==> config.mk <==
export PLATFORM = sky130hd
export DESIGN_NAME = uncover_flood_fill_flat
export DESIGN_NICKNAME = d
export VERILOG_FILES = /design/src/rtl/uncover_flood_fill_if.sv /design/src/rtl/uncover_flood_fill.sv /design/src/flat_wrapper.sv
export SDC_FILE = /design/constraint.sdc
export NUM_CORES = 2
export LEC_CHECK = 0
export ABC_AREA = 1
export CORE_UTILIZATION = 25
export DETAILED_ROUTE_END_ITERATION = 10
export GPL_ROUTABILITY_DRIVEN = 0
export PLACE_DENSITY = 0.45
export SLEW_MARGIN = 20
export SYNTH_ARGS = -nofsm -noshare
export SYNTH_HDL_FRONTEND = slang
export SYNTH_SLANG_ARGS = --single-unit
==> constraint.sdc <==
create_clock -name clock -period 32.9 [get_ports clock]
set_clock_uncertainty 0.15 [all_clocks]
set_input_delay 4.935 -clock clock [delete_from_list [all_inputs] [get_ports clock]]
set_output_delay 4.935 -clock clock [all_outputs]
set_load 0.01 [all_outputs]
==> src/rtl/uncover_flood_fill_if.sv <==
// Request/memory bundle for the uncover reveal engine.
//   start/startX/startY/gridWidth/gridHeight : uncover request from the game FSM
//   memAddr/memRdData/memWrEn/memWrData     : single grid memory port (combinational read)
//   busy/done/hitBomb/revealedCount          : status back to the game FSM
// master = game FSM + grid memory side, slave = reveal engine.
interface uncover_flood_fill_if;
    logic       start;
    logic [3:0] startX;
    logic [3:0] startY;
    logic [3:0] gridWidth;
    logic [3:0] gridHeight;
    logic [7:0] memAddr;
    logic [6:0] memRdData;
    logic       memWrEn;
    logic [6:0] memWrData;
    logic       busy;
    logic       done;
    logic       hitBomb;
    logic [7:0] revealedCount;

    modport master (
        output start, startX, startY, gridWidth, gridHeight, memRdData,
        input  memAddr, memWrEn, memWrData, busy, done, hitBomb, revealedCount
    );

    modport slave (
        input  start, startX, startY, gridWidth, gridHeight, memRdData,
        output memAddr, memWrEn, memWrData, busy, done, hitBomb, revealedCount
    );
endinterface

==> src/rtl/uncover_flood_fill.sv <==
// Minesweeper reveal engine. Takes one uncover request and performs the full
// reveal through a single grid memory port: a numbered cell is uncovered alone,
// a bomb is overwritten with the exploded marker, and a blank cell starts a
// breadth-first flood over connected blanks plus their numbered border.
// Ports:
//   clock  : system clock
//   reset  : synchronous, active-high
//   bus    : slave side of uncover_flood_fill_if (request, memory port, status)
// Element format: [0] uncovered, [1] bomb, [2] flag, [6:3] bombsNear.
module uncover_flood_fill #(
    parameter int QUEUE_DEPTH = 256
) (
    input  logic                 clock,
    input  logic                 reset,
    uncover_flood_fill_if.slave  bus
);
    localparam int PW = (QUEUE_DEPTH > 1) ? $clog2(QUEUE_DEPTH) : 1;
    localparam int OW = $clog2(QUEUE_DEPTH + 1);
    localparam logic [PW-1:0] PTR_LAST = PW'(QUEUE_DEPTH - 1);
    localparam logic [OW-1:0] OCC_FULL = OW'(QUEUE_DEPTH);
    localparam logic [6:0]    BOMB_EXPLODE = 7'h7F;

    typedef enum logic [2:0] {IDLE, SEED, POP, SCAN, DONE} state_t;

    typedef struct packed {
        logic [3:0] y;
        logic [3:0] x;
    } cell_t;

    state_t      state, state_nxt;
    cell_t       lat_cell;     // latched start cell
    logic [3:0]  lat_w, lat_h; // latched max column/row index
    cell_t       cur;          // cell currently being scanned
    logic [2:0]  dir;
    logic [7:0]  count;
    logic        hit_bomb;

    cell_t       q_mem [QUEUE_DEPTH];
    logic [PW-1:0] head, tail;
    logic [OW-1:0] occ;

    logic        push, pop;
    cell_t       push_val;
    logic [7:0]  addr;
    logic        wr_en;
    logic [6:0]  wr_data;

    // neighbour decode
    logic        up, down, left, right, nb_ok;
    cell_t       nb;

    // read-data fields
    logic        rd_uncov, rd_bomb, rd_flag;
    logic [3:0]  rd_near;

    assign rd_uncov = bus.memRdData[0];
    assign rd_bomb  = bus.memRdData[1];
    assign rd_flag  = bus.memRdData[2];
    assign rd_near  = bus.memRdData[6:3];

    function automatic logic [7:0] cell_addr(input cell_t c, input logic [3:0] w);
        return 8'(c.x) + 8'(c.y) * (8'(w) + 8'd1);
    endfunction

    // dir 0..7 = N, S, W, E, NW, NE, SW, SE. Range tests are taken on the
    // unmodified coordinate so an edge cell never wraps to the far side.
    always_comb begin
        up    = (dir == 3'd0) || (dir == 3'd4) || (dir == 3'd5);
        down  = (dir == 3'd1) || (dir == 3'd6) || (dir == 3'd7);
        left  = (dir == 3'd2) || (dir == 3'd4) || (dir == 3'd6);
        right = (dir == 3'd3) || (dir == 3'd5) || (dir == 3'd7);
        nb_ok = !((up    && cur.y == 4'd0)  ||
                  (down  && cur.y >= lat_h) ||
                  (left  && cur.x == 4'd0)  ||
                  (right && cur.x >= lat_w));
        nb.x  = left ? cur.x - 4'd1 : (right ? cur.x + 4'd1 : cur.x);
        nb.y  = up   ? cur.y - 4'd1 : (down  ? cur.y + 4'd1 : cur.y);
    end

    always_ff @(posedge clock) begin
        if (reset) state <= IDLE;
        else       state <= state_nxt;
    end

    always_comb begin
        state_nxt = state;
        addr      = 8'd0;
        wr_en     = 1'b0;
        wr_data   = 7'd0;
        push      = 1'b0;
        push_val  = lat_cell;
        pop       = 1'b0;
        unique case (state)
            IDLE: begin
                if (bus.start) state_nxt = SEED;
            end
            SEED: begin
                if (lat_cell.x > lat_w || lat_cell.y > lat_h) begin
                    // keep the port on a legal address when the request is bogus
                    state_nxt = DONE;
                end else begin
                    addr = cell_addr(lat_cell, lat_w);
                    if (rd_uncov || rd_flag) begin
                        state_nxt = DONE;
                    end else if (rd_bomb) begin
                        wr_en     = 1'b1;
                        wr_data   = BOMB_EXPLODE;
                        state_nxt = DONE;
                    end else begin
                        wr_en   = 1'b1;
                        wr_data = bus.memRdData | 7'd1;
                        if (rd_near == 4'd0) begin
                            push      = 1'b1;
                            state_nxt = POP;
                        end else begin
                            state_nxt = DONE;
                        end
                    end
                end
            end
            POP: begin
                if (occ == '0) begin
                    state_nxt = DONE;
                end else begin
                    pop       = 1'b1;
                    state_nxt = SCAN;
                end
            end
            SCAN: begin
                // out-of-range neighbours park the port on the centre cell
                addr = nb_ok ? cell_addr(nb, lat_w) : cell_addr(cur, lat_w);
                if (nb_ok && !rd_uncov && !rd_flag && !rd_bomb) begin
                    wr_en   = 1'b1;
                    wr_data = bus.memRdData | 7'd1;
                    if (rd_near == 4'd0) begin
                        push     = 1'b1;
                        push_val = nb;
                    end
                end
                if (dir == 3'd7) state_nxt = POP;
            end
            DONE: begin
                state_nxt = IDLE;
            end
            default: state_nxt = IDLE;
        endcase
    end

    // request latch, scan cursor, result registers, queue pointers
    always_ff @(posedge clock) begin
        if (reset) begin
            lat_cell <= '0;
            lat_w    <= '0;
            lat_h    <= '0;
            cur      <= '0;
            dir      <= '0;
            count    <= '0;
            hit_bomb <= 1'b0;
            head     <= '0;
            tail     <= '0;
            occ      <= '0;
        end else begin
            if (state == IDLE && bus.start) begin
                lat_cell <= '{y: bus.startY, x: bus.startX};
                lat_w    <= bus.gridWidth;
                lat_h    <= bus.gridHeight;
                count    <= '0;
                hit_bomb <= 1'b0;
            end
            if (state == SEED && wr_en) begin
                if (rd_bomb) hit_bomb <= 1'b1;
                else         count    <= 8'd1;
            end
            if (state == SCAN) begin
                dir <= dir + 3'd1;
                if (wr_en) count <= count + 8'd1;
            end
            // push and pop are never requested in the same cycle
            if (pop) begin
                cur  <= q_mem[head];
                dir  <= '0;
                head <= (head == PTR_LAST) ? '0 : head + 1'b1;
                occ  <= occ - 1'b1;
            end else if (push && occ != OCC_FULL) begin
                tail <= (tail == PTR_LAST) ? '0 : tail + 1'b1;
                occ  <= occ + 1'b1;
            end
        end
    end

    // queue storage needs no reset; emptiness lives in occ
    always_ff @(posedge clock) begin
        if (!reset && push && occ != OCC_FULL) q_mem[tail] <= push_val;
    end

    assign bus.memAddr       = addr;
    assign bus.memWrEn       = wr_en & ~reset;
    assign bus.memWrData     = wr_data;
    assign bus.busy          = (state != IDLE);
    assign bus.done          = (state == DONE);
    assign bus.hitBomb       = hit_bomb;
    assign bus.revealedCount = count;
endmodule
==> src/flat_wrapper.sv <==
// flat-port wrapper written by rule: the top's interface ports become plain ports
module uncover_flood_fill_flat 
#(
    parameter int QUEUE_DEPTH = 256
)
  (clock, reset, bus_start, bus_startX, bus_startY, bus_gridWidth, bus_gridHeight, bus_memRdData, bus_memAddr, bus_memWrEn, bus_memWrData, bus_busy, bus_done, bus_hitBomb, bus_revealedCount);
  uncover_flood_fill_if bus_i ();
  input  logic clock;
  input  logic reset;
  input wire logic [$bits(bus_i.start)-1:0] bus_start;
  input wire logic [$bits(bus_i.startX)-1:0] bus_startX;
  input wire logic [$bits(bus_i.startY)-1:0] bus_startY;
  input wire logic [$bits(bus_i.gridWidth)-1:0] bus_gridWidth;
  input wire logic [$bits(bus_i.gridHeight)-1:0] bus_gridHeight;
  input wire logic [$bits(bus_i.memRdData)-1:0] bus_memRdData;
  output wire logic [$bits(bus_i.memAddr)-1:0] bus_memAddr;
  output wire logic [$bits(bus_i.memWrEn)-1:0] bus_memWrEn;
  output wire logic [$bits(bus_i.memWrData)-1:0] bus_memWrData;
  output wire logic [$bits(bus_i.busy)-1:0] bus_busy;
  output wire logic [$bits(bus_i.done)-1:0] bus_done;
  output wire logic [$bits(bus_i.hitBomb)-1:0] bus_hitBomb;
  output wire logic [$bits(bus_i.revealedCount)-1:0] bus_revealedCount;
  assign bus_i.start = bus_start;
  assign bus_i.startX = bus_startX;
  assign bus_i.startY = bus_startY;
  assign bus_i.gridWidth = bus_gridWidth;
  assign bus_i.gridHeight = bus_gridHeight;
  assign bus_i.memRdData = bus_memRdData;
  assign bus_memAddr = bus_i.memAddr;
  assign bus_memWrEn = bus_i.memWrEn;
  assign bus_memWrData = bus_i.memWrData;
  assign bus_busy = bus_i.busy;
  assign bus_done = bus_i.done;
  assign bus_hitBomb = bus_i.hitBomb;
  assign bus_revealedCount = bus_i.revealedCount;
  uncover_flood_fill #(.QUEUE_DEPTH(QUEUE_DEPTH)) u_core (.clock(clock), .reset(reset), .bus(bus_i));
endmodule
==> summary.txt <==
syn avg cell area = 10.88 sq um
synthesized area = 92590 sq um
# Max-Cap Violations = 0
Worst path max stage delay = 0.53 ns
sequential power share = 0.523
Setup crit start kind = input port
Initial Util = 0.2510
antenna violations before repair = 9
Crit Path Max Fanout = 7
gr usage total = 0.1473
IO buf count = 52
HP Class = reg -> reg
CP delay by family, top = buffers and inverters
Post-Route WL = 280100 microns
Compound-Gate Fraction of Synth Area = 0.04230
crit path to = bus_memWrData[6]
endpoint class of the critical path = primary output
Crit path buffers/inverters = 7
CP Depth = 13
CTS resizes = 0
pwr/cell area = 54.09 nW/um^2
top cells by count, synth = 2048 x edfxtp_1, 1536 x nand2_1, 1384 x nand3_1
die area = 372800 sq um
FF-to-FF path depth = 15
f_max = 81.14 MHz
Clock Tree Buf Depth = 4
DRC = 0
DR pass1 iterations = 6
RR Endpoint = u_core.cur[5]
Synth area leaders = edfxtp_1 66%, nand3_1 7.5%, nand2_1 6.2%, nor2_1 3.5%, inv_1 3.5%
clk root buf = clkbuf_16
Fillers = 38070
top cell type's share of synthesized area = 0.6642
Reg2Reg Setup Slack = 26.89 ns
vias in the first global route = 60620
CP max-delay cell = clkdlybuf4s50_1
EDFF count, synth = 2048
Setup TNS = 0 ns
Final Cycle Share = 0.3746
clock power share = 0.444
RSZ-0062 raised after global routing = no
synthesized instance count = 8509
post-synthesis sequential area ratio = 0.6780
H-tree lvl count = 4
status = finished clean
crit path launch = bus_memRdData[0]
IO Count = 53
first-pass GRT wire length = 413100 microns
worst hold slack = 0.3249 ns
largest family of logic cells by synthesized area = simple AND/OR/NAND/NOR gates
min Tclk post-route = 12.32 ns
Worst IR Drop VDD = 47.12 uV
Crit Path Class = in -> out
Synth Area in Simple Gates = 0.1972
Pins Over Slew Limit = 0
Post-Synth Adder-Cell Area = 0.01784
Die Width = 610.6 microns
post-synthesis cell type count = 47
GRT overflow = 0
Worst EP required = 27.81 ns
final core utilization = 0.2869
Vias/cell = 4.513
clk_lat worst skew = 0.91 ns
Combinational Power Share = 0.032
final setup fails = 0
PnR Total Power = 5724 uW
Critical R2R Launch = u_core.head[0]
multiplexer share of the synthesized area = 0.0002162
leading area contributor after synthesis = edfxtp_1
share of cells above drive strength 1 = 0.09091
# clock sinks = 2112
ys flop type = edfxtp_1
CTS tree = built
critical path cell sequence = clkdlybuf4s50_1 > nor2_1 > inv_1 > nor2_1 > inv_1 > nor2_4 > nand2_1 > inv_1 > nor2_1 > inv_1 > o21ai_0 > inv_1 > clkdlybuf4s50_1
Worst EP arrival = 7.24 ns
largest net degree at the start of global routing = 221
Critical Path Most Common Cell = inv_1
worst relative slew slack = 0.2498
Final nets = 8542
area grow syn2layout = 14.28%
DR vias = 61080
most frequent cell after synthesis = edfxtp_1
Site Rows = 223
final number of hold-violating endpoints = 0
Post-Synth XOR/XNOR Area = 0.003500
cell-internal power = 4490 uW
CTS clk-pin slew, worst paths = 0.06 ns
worst-margin pin slew = 1.117 ns
ys async rst share = 0
Wirelength per Cell = 20.69 microns
#FFs+latches synth = 2112
Static Leak = 0.03827 uW
YS warnings = 0
switching power = 1234 uW
post-route ant nets = 0
die height = 610.6 microns
HPWL after detailed placement = 160000 microns
syn nets = 8652
Post-CTS Setup Bufs = 0
core footprint = 368900 sq um
sw frac = 0.2156
hold_buf cts = 0
Num CTS Buffers = 234
DRT iter0 DRCs = 5389
-- flip-flops by register name, summed over array words and instances (netlist names) --
name,cells
u_core.q_mem,2048
u_core.occ,9
u_core.bus.revealedCount,8
u_core.cur,8
u_core.head,8
u_core.lat_cell,8
u_core.tail,8
u_core.lat_h,4
u_core.lat_w,4
u_core.dir,3
u_core.state,3
u_core.bus.hitBomb,1
-- worst min-delay path by stage --
stage                            start  slack (ns)                 end  depth (start not counted)
floorplan              u_core.lat_h[0]        0.29     u_core.lat_h[0]                          2
global placement    u_core.bus.hitBomb        0.31  u_core.bus.hitBomb                          2
detailed placement  u_core.bus.hitBomb        0.32  u_core.bus.hitBomb                          2
CTS                 u_core.bus.hitBomb        0.33  u_core.bus.hitBomb                          2
global route        u_core.bus.hitBomb        0.34  u_core.bus.hitBomb                          2
finish              u_core.bus.hitBomb        0.32  u_core.bus.hitBomb                          2
-- cells by family after synthesis --
family	after synthesis
multiplexers	2
AND/OR/NAND/NOR	4153
flip-flops	2112
adder cells (fa/ha/maj)	117
XOR/XNOR	37
buffers and inverters	1402
AO/OA/AOI/OAI	686
-- metal layers --
| layer | up-vias | GRT usage | wire (microns) |
|---|---|---|---|
| li1 | 28860 | - | - |
| met1 | 30240 | 0.2036 | 126800 |
| met2 | 1601 | 0.2388 | 129700 |
| met3 | 378 | 0.01950 | 15360 |
| met4 | 2 | 0.04644 | 8179 |
| met5 | - | 0 | 13 |
-- worst reg2reg max path: cells and delay by family (launching register included) --
kind,cells,cell delay (ns)
compound gates,1,0.14
buf+inv,5,3.20
flops,1,0.52
simple gates,9,1.85
-- final cells by class --
| class | count | area, sq um | share of cell area |
|---|---|---|---|
| Antenna cell | 3 | 7.507 | 0.00007095 |
| Clock buffer | 283 | 6082 | 0.05748 |
| Clock inverter | 134 | 1195 | 0.01129 |
| Inverter | 886 | 3352 | 0.03168 |
| Multi-Input combinational cell | 4995 | 24660 | 0.2331 |
| Sequential cell | 2112 | 62800 | 0.5935 |
| Tap cell | 4950 | 6193 | 0.05853 |
| Timing Repair Buffer | 170 | 1523 | 0.01439 |
-- power by group through the flow --
stage | combinational (uW) | sequential [uW] | clock (uW)
2_1_floorplan | 85.5 | 3110 | 0
3_3_place_gp | 187 | 3050 | 0
3_5_place_dp | 189 | 3050 | 0
4_1_cts | 189 | 3000 | 2600
5_1_grt | 202 | 3000 | 2700
6_report | 185 | 3000 | 2540
-- stage by stage --
stage | cell area [sq um] | setup WS [ns] | instances
finish | 105800 | 20.58 | 13530
global route | 105800 | 20.30 | 13530
CTS | 105500 | 20.57 | 13530
detailed placement | 98260 | 20.58 | 13110
global placement | 98190 | 20.55 | 13110
floorplan | 92590 | 14.88 | 8509
-- cells in the final DEF (no fill, tap or decap), drive strengths merged, types with 3 or more instances in the layout --
master         synthesis  layout
or2                  140     140
bufinv                 0      20
nand4                  9       9
clkbuf               282     283
nand3               1392    1392
nor3                 121     121
o21bai                 3       3
o21ai                422     422
xor2                  28      28
diode                  0       3
nand2               1538    1538
clkdlybuf4s50          0      52
o211ai               171     171
fa                    25      25
clkinvlp               0       6
ha                    92      92
nor2                 950     950
dfxtp                 64      64
inv                  882     887
clkinv                 4     107
a21oi                 74      74
xnor2                  9       9
buf                  234     118
edfxtp              2048    2048
No activity file was read; power rests on OpenSTA's default activity.
